## src/rtl/qoi_pkg.sv

```systemverilog
// Shared QOI definitions: chunk tag constants, alpha start value and the
// full-pixel decoder state encoding.
package qoi_pkg;

    localparam logic [7:0] QOI_OP_RGB     = 8'hFE;
    localparam logic [7:0] QOI_OP_RGBA    = 8'hFF;
    localparam logic [7:0] QOI_ALPHA_INIT = 8'hFF;

    typedef enum logic [2:0] {
        FPD_TAG = 3'd0,
        FPD_R   = 3'd1,
        FPD_G   = 3'd2,
        FPD_B   = 3'd3,
        FPD_A   = 3'd4,
        FPD_OUT = 3'd5
    } fpd_state_e;

    function automatic logic is_full_pixel_tag(input logic [7:0] tag);
        return (tag == QOI_OP_RGB) || (tag == QOI_OP_RGBA);
    endfunction

endpackage

```

## src/rtl/full_pixel_decoder.sv

```systemverilog
// Decodes QOI_OP_RGB / QOI_OP_RGBA chunks from a byte stream into one pixel
// per chunk; foreign tag bytes are dropped and reported on err.
module full_pixel_decoder
    import qoi_pkg::*;
#(
    parameter int COMPONENTS = 4
) (
    input  logic                    clk,
    input  logic                    rst,
    input  logic [7:0]              istream,
    input  logic                    istream_valid,
    output logic                    istream_ready,
    output logic [8*COMPONENTS-1:0] pixel,
    output logic                    pixel_valid,
    input  logic                    pixel_ready,
    output logic                    err
);

    localparam int PW = 8 * COMPONENTS;

    fpd_state_e      state_r;
    fpd_state_e      state_next_s;
    logic            is_rgba_r;
    logic [7:0]      r_r;
    logic [7:0]      g_r;
    logic [7:0]      b_r;
    logic [7:0]      a_prev_r;
    logic [PW-1:0]   pixel_r;
    logic            pixel_valid_r;
    logic            err_r;
    logic            xfer_s;
    logic            last_byte_s;
    logic [7:0]      b_sel_s;
    logic [7:0]      a_sel_s;
    logic [PW-1:0]   pixel_next_s;

    assign istream_ready = !rst && (state_r != FPD_OUT);
    assign xfer_s        = istream_valid && istream_ready;
    assign pixel         = pixel_r;
    assign pixel_valid   = pixel_valid_r;
    assign err           = err_r;

    // Next-state decode of the byte-collecting FSM.
    always_comb begin
        state_next_s = state_r;
        case (state_r)
            FPD_TAG: begin
                if (xfer_s && is_full_pixel_tag(istream)) begin
                    state_next_s = FPD_R;
                end else begin
                    state_next_s = FPD_TAG;
                end
            end
            FPD_R: begin
                if (xfer_s) state_next_s = FPD_G;
                else        state_next_s = FPD_R;
            end
            FPD_G: begin
                if (xfer_s) state_next_s = FPD_B;
                else        state_next_s = FPD_G;
            end
            FPD_B: begin
                if (xfer_s) state_next_s = is_rgba_r ? FPD_A : FPD_OUT;
                else        state_next_s = FPD_B;
            end
            FPD_A: begin
                if (xfer_s) state_next_s = FPD_OUT;
                else        state_next_s = FPD_A;
            end
            FPD_OUT: begin
                if (pixel_ready) state_next_s = FPD_TAG;
                else             state_next_s = FPD_OUT;
            end
            default: state_next_s = FPD_TAG;
        endcase
    end

    // Final-byte detection and the B/A bytes that form the outgoing pixel.
    always_comb begin
        last_byte_s = xfer_s && (((state_r == FPD_B) && !is_rgba_r) || (state_r == FPD_A));
        if (state_r == FPD_B) begin
            b_sel_s = istream;
        end else begin
            b_sel_s = b_r;
        end
        if (state_r == FPD_A) begin
            a_sel_s = istream;
        end else begin
            a_sel_s = a_prev_r;
        end
    end

    // RGB-only images drop the alpha byte from the pixel word.
    if (COMPONENTS == 4) begin : g_rgba
        assign pixel_next_s = {r_r, g_r, b_sel_s, a_sel_s};
    end else begin : g_rgb
        assign pixel_next_s = {r_r, g_r, b_sel_s};
    end

    // FSM state, error pulse and output-valid handshake.
    always_ff @(posedge clk) begin
        if (rst) begin
            state_r       <= FPD_TAG;
            err_r         <= 1'b0;
            pixel_valid_r <= 1'b0;
            pixel_r       <= '0;
        end else begin
            state_r <= state_next_s;
            err_r   <= xfer_s && (state_r == FPD_TAG) && !is_full_pixel_tag(istream);
            if (last_byte_s) begin
                pixel_r       <= pixel_next_s;
                pixel_valid_r <= 1'b1;
            end else if (pixel_valid_r && pixel_ready) begin
                pixel_valid_r <= 1'b0;
            end
        end
    end

    // Colour byte capture; a_prev carries alpha from chunk to chunk.
    always_ff @(posedge clk) begin
        if (rst) begin
            is_rgba_r <= 1'b0;
            r_r       <= 8'h00;
            g_r       <= 8'h00;
            b_r       <= 8'h00;
            a_prev_r  <= QOI_ALPHA_INIT;
        end else if (xfer_s) begin
            case (state_r)
                FPD_TAG: is_rgba_r <= (istream == QOI_OP_RGBA);
                FPD_R:   r_r       <= istream;
                FPD_G:   g_r       <= istream;
                FPD_B:   b_r       <= istream;
                FPD_A:   a_prev_r  <= istream;
                default: ;
            endcase
        end
    end

endmodule

```

## config.mk

```make
export PLATFORM = sky130hd
export DESIGN_NAME = full_pixel_decoder
export DESIGN_NICKNAME = d
export VERILOG_FILES = /design/src/rtl/qoi_pkg.sv /design/src/rtl/full_pixel_decoder.sv
export SDC_FILE = /design/constraint.sdc
export NUM_CORES = 1
export LEC_CHECK = 0
export CORE_ASPECT_RATIO = 1.1
export CORE_MARGIN = 4
export CORE_UTILIZATION = 47
export DETAILED_ROUTE_END_ITERATION = 10
export HOLD_SLACK_MARGIN = 0.06
export PLACE_DENSITY_LB_ADDON = 0.15
export SLEW_MARGIN = 5
export SYNTH_ARGS = -nofsm -noshare
export SYNTH_HDL_FRONTEND = slang
export SYNTH_SLANG_ARGS = --single-unit
```

## constraint.sdc

```tcl
create_clock -name clk -period 1.53 [get_ports clk]
set_input_delay 0.2295 -clock clk [delete_from_list [all_inputs] [get_ports clk]]
set_output_delay 0.2295 -clock clk [all_outputs]
set_load 0.05 [all_outputs]
```

==> results.tsv <==
stage	metric	value	unit
outcome	status	finished, violations left	
outcome	failing checks	setup timing	
timing	crit path time final	1540	ps
synth	number of synthesis warnings	0	
critical_path	CP max stage delay	440	ps
critical_path	Data arrival, critical path	1800	ps
timing	setup TNS	-12.9	ps
critical_path	CP max FO	8	
global_routing	met3 GRT Util	5.59	%
critical_path	Setup crit end	pixel[6]	
power	maximum VDD drop	0.000792	V
route	1st-iter DRT viols	107	
placed_design	port bufs	46	
clocking	hold_buf cts	0	
clocking	Clock Sinks	70	
finish	Syn-to-layout area delta	33.9	%
placed_design	GP Congestion	0.871	
critical_path	critical path launch point	state_r[1]	
global_routing	GRT Total Usage	19.8	%
critical_path	reg2reg path depth	6	
clocking	CTS tree	built	
synth	syn_nets	324	
global_routing	number of global-route vias before repair	2180	
global_routing	total grt overflow	0	
flow_run	Max-cap violations	0	
critical_path	CP Capture Type	flop	
floorplanning	Initial Utilization	48.8	%
clocking	clock-pin slew on the worst setup and hold paths	70	ps
route	Routed WL	6.74	mm
finish	Finished Core Util	65.3	%
synth	Cell Area, Synth	2850	um^2
timing	actual slew at the worst max-slew pin	625	ps
critical_path	crit start category	flop	
route	vias post-DR	2345	
global_routing	largest net degree at the start of global routing	56	
critical_path	CP cell instances	or3b_4, a21boi_4, buf_12, clkbuf_16, nor2_1, a211oi_2	
power	total power divided by cell area	898	nW/um^2
route	DR vias/cell	5.09	
timing	Max transition margin	58.4	%
critical_path	R2R Path Start	state_r[1]	
synth	number of synthesized register bits	70	
synth	syn_area_per_cell	9.13	um^2
timing	setup violators final	3	
clocking	Clock Tree Buf Depth	2	
synth	Synth Flop Type	dfxtp_1	
critical_path	cell family with most CP delay	simple AND/OR/NAND/NOR gates	
timing	clk_skew	8.00	ps
clocking	CTS root buffer	clkbuf_8	
timing	RSZ-0062 raised after global routing	yes	
hold_path	Hold WC Path Type	in2reg	
timing	Hold Vio Cnt, Final	0	
synth	EDFF count, synth	0	
critical_path	critical path type	reg2reg	
finish	fin nets	391	
global_routing	GR peak layer	met2	
floorplanning	# rows	29	
route	Routed WL per cell	14.6	um
global_routing	GRT met1 Usage	25.9	%
finish	commonest non-fill, non-tap cell in the layout	dfxtp_1	
critical_path	critical path depth in cells	6	
finish	layout cell share with drive strength beyond 1	31.0	%
route	remaining antenna violation count after routing	0	
timing	final setup margin	-5.79	ps
synth	Netlist cell types	30	
floorplanning	DIE AREA	7370	um^2
synth	register area share after synthesis	49.2	%
global_routing	initial antenna violation count	0	
placed_design	Post-Place Setup Slack	-181	ps
floorplanning	core footprint	5840	um^2
timing	Max Freq	0.651	GHz
clocking	clk_lat worst skew	350	ps
synth	ys async rst share	0	%
timing	final hold slack	131	ps
finish	Antenna diodes	0	
power	Leak Pwr	1.50	nW
clocking	cts bufs inserted	9	
clocking	H-tree level count	3	
global_routing	met2 usage	30.7	%
critical_path	crit path buf inv count	2	
power	Overall Power	0.00343	W
synth	Mapped Cells	312	
critical_path	Slowest cell on crit path	or3b_4	
critical_path	setup slack, reg-to-reg	-6	ps
placed_design	Detailed Place HPWL	4.32	mm
global_routing	global-route wire length before repair	10.9	mm
timing	Tcrit/Tclk final	100	%
floorplanning	DIE WIDTH	82.2	um
route	DR DRC count	0	
route	DR pass1 iterations	4	
critical_path	R2R Path End	pixel[6]	
floorplanning	num ports	47	
timing	Final Max Slew Viols	0	
finish	most frequent cells in the layout	dfxtp_1, nand2_1, buf_4	
floorplanning	die height	89.7	um
critical_path	CP required	1800	ps
## flip-flops by register name, indices dropped and copies added (netlist names)
name	flops
pixel	32
b_r	8
g_r	8
is_rgba_r	1
pixel_valid	1
err	1
r_r	8
state_r	3
a_prev_r	8
## layout make-up
class / instances / area, um^2
sequential: 70 / 1410
multi-input combinational: 217 / 1380
clock buffer: 9 / 124
timing repair buffer: 79 / 742
clock inverter: 7 / 65.1
inverter: 2 / 7.51
tap: 77 / 96.3
fill: 496 / 2030
## worst register-to-register path, cell delays in order (launching register included)
cell and delay [ps]:
dfxtp_2 350, or3b_4 440, a21boi_4 190, buf_12 140, clkbuf_16 170, nor2_1 60
a211oi_2 120
## logic make-up (layout without fill, tap and decap cells)
group / count (synthesis) / in the layout / share of synthesized area (%)
mux: 24 / 24 / 8.43
flops: 70 / 70 / 49.2
compound gates: 66 / 66 / 17.7
buf+inv: 25 / 97 / 4.74
simple gates: 126 / 126 / 19.6
xor+xnor: 1 / 1 / 0.307
## synthesized netlist by cell type (all sizes together), types with 2 or more instances
library cell   n  share of area (%)
nor2          28                3.7
nand4          2               0.44
nand2         63                8.3
buf           11                2.9
a21oi         38                7.1
nor3           2               0.35
mux2i         24                8.4
o2bb2ai        2               0.61
a211oi        16                6.7
nor2b         11                2.4
nor3b          2               0.53
a211o          8                2.5
nand3         12                2.1
dfxtp         70                 49
inv            2               0.26
clkbuf        12                1.6
## timing repair
item / 4_1_cts / 5_1_grt
setup buffers: 2 / 1
gates resized for setup: 7 / 18
pin swaps: 1 / 18
setup endpoints to repair: 17 / 34
cloned: 1 / 2
## stage by stage
step,std cells,instance area [um^2]
after detailed placement,440,3460
after global placement,440,3460
after CTS,459,3710
after global routing,461,3810
final,461,3810
after floorplan,312,2850
## report_power, final
group          switching, W  internal (W)  leakage, nW
Combinational     0.0000979     0.0000608        0.842
Sequential      0.000000731       0.00182        0.566
Clock              0.000706      0.000740       0.0948
## layer usage
metal  wire (um)  part of all wire [%]  up-vias
li1            -                     -     1196
met1        3170                    47     1088
met2        3160                    47       53
met3         330                   4.9        8
met4          89                   1.3        0
met5           0                     0        -
## worst min-delay path by stage
| stage | startpoint | endpoint | slack, ps | cells past startpoint |
|---|---|---|---|---|
| 3_3_place_gp | g_r[4] | pixel[20] | 440 | 2 |
| 6_report | rst | is_rgba_r | 130 | 2 |
| 3_5_place_dp | g_r[0] | pixel[16] | 450 | 2 |
| 4_1_cts | rst | is_rgba_r | 120 | 2 |
| 5_1_grt | rst | is_rgba_r | 140 | 2 |
| 2_1_floorplan | istream[0] | a_prev_r[0] | 350 | 1 |
Power figures use the tool's default switching activity.
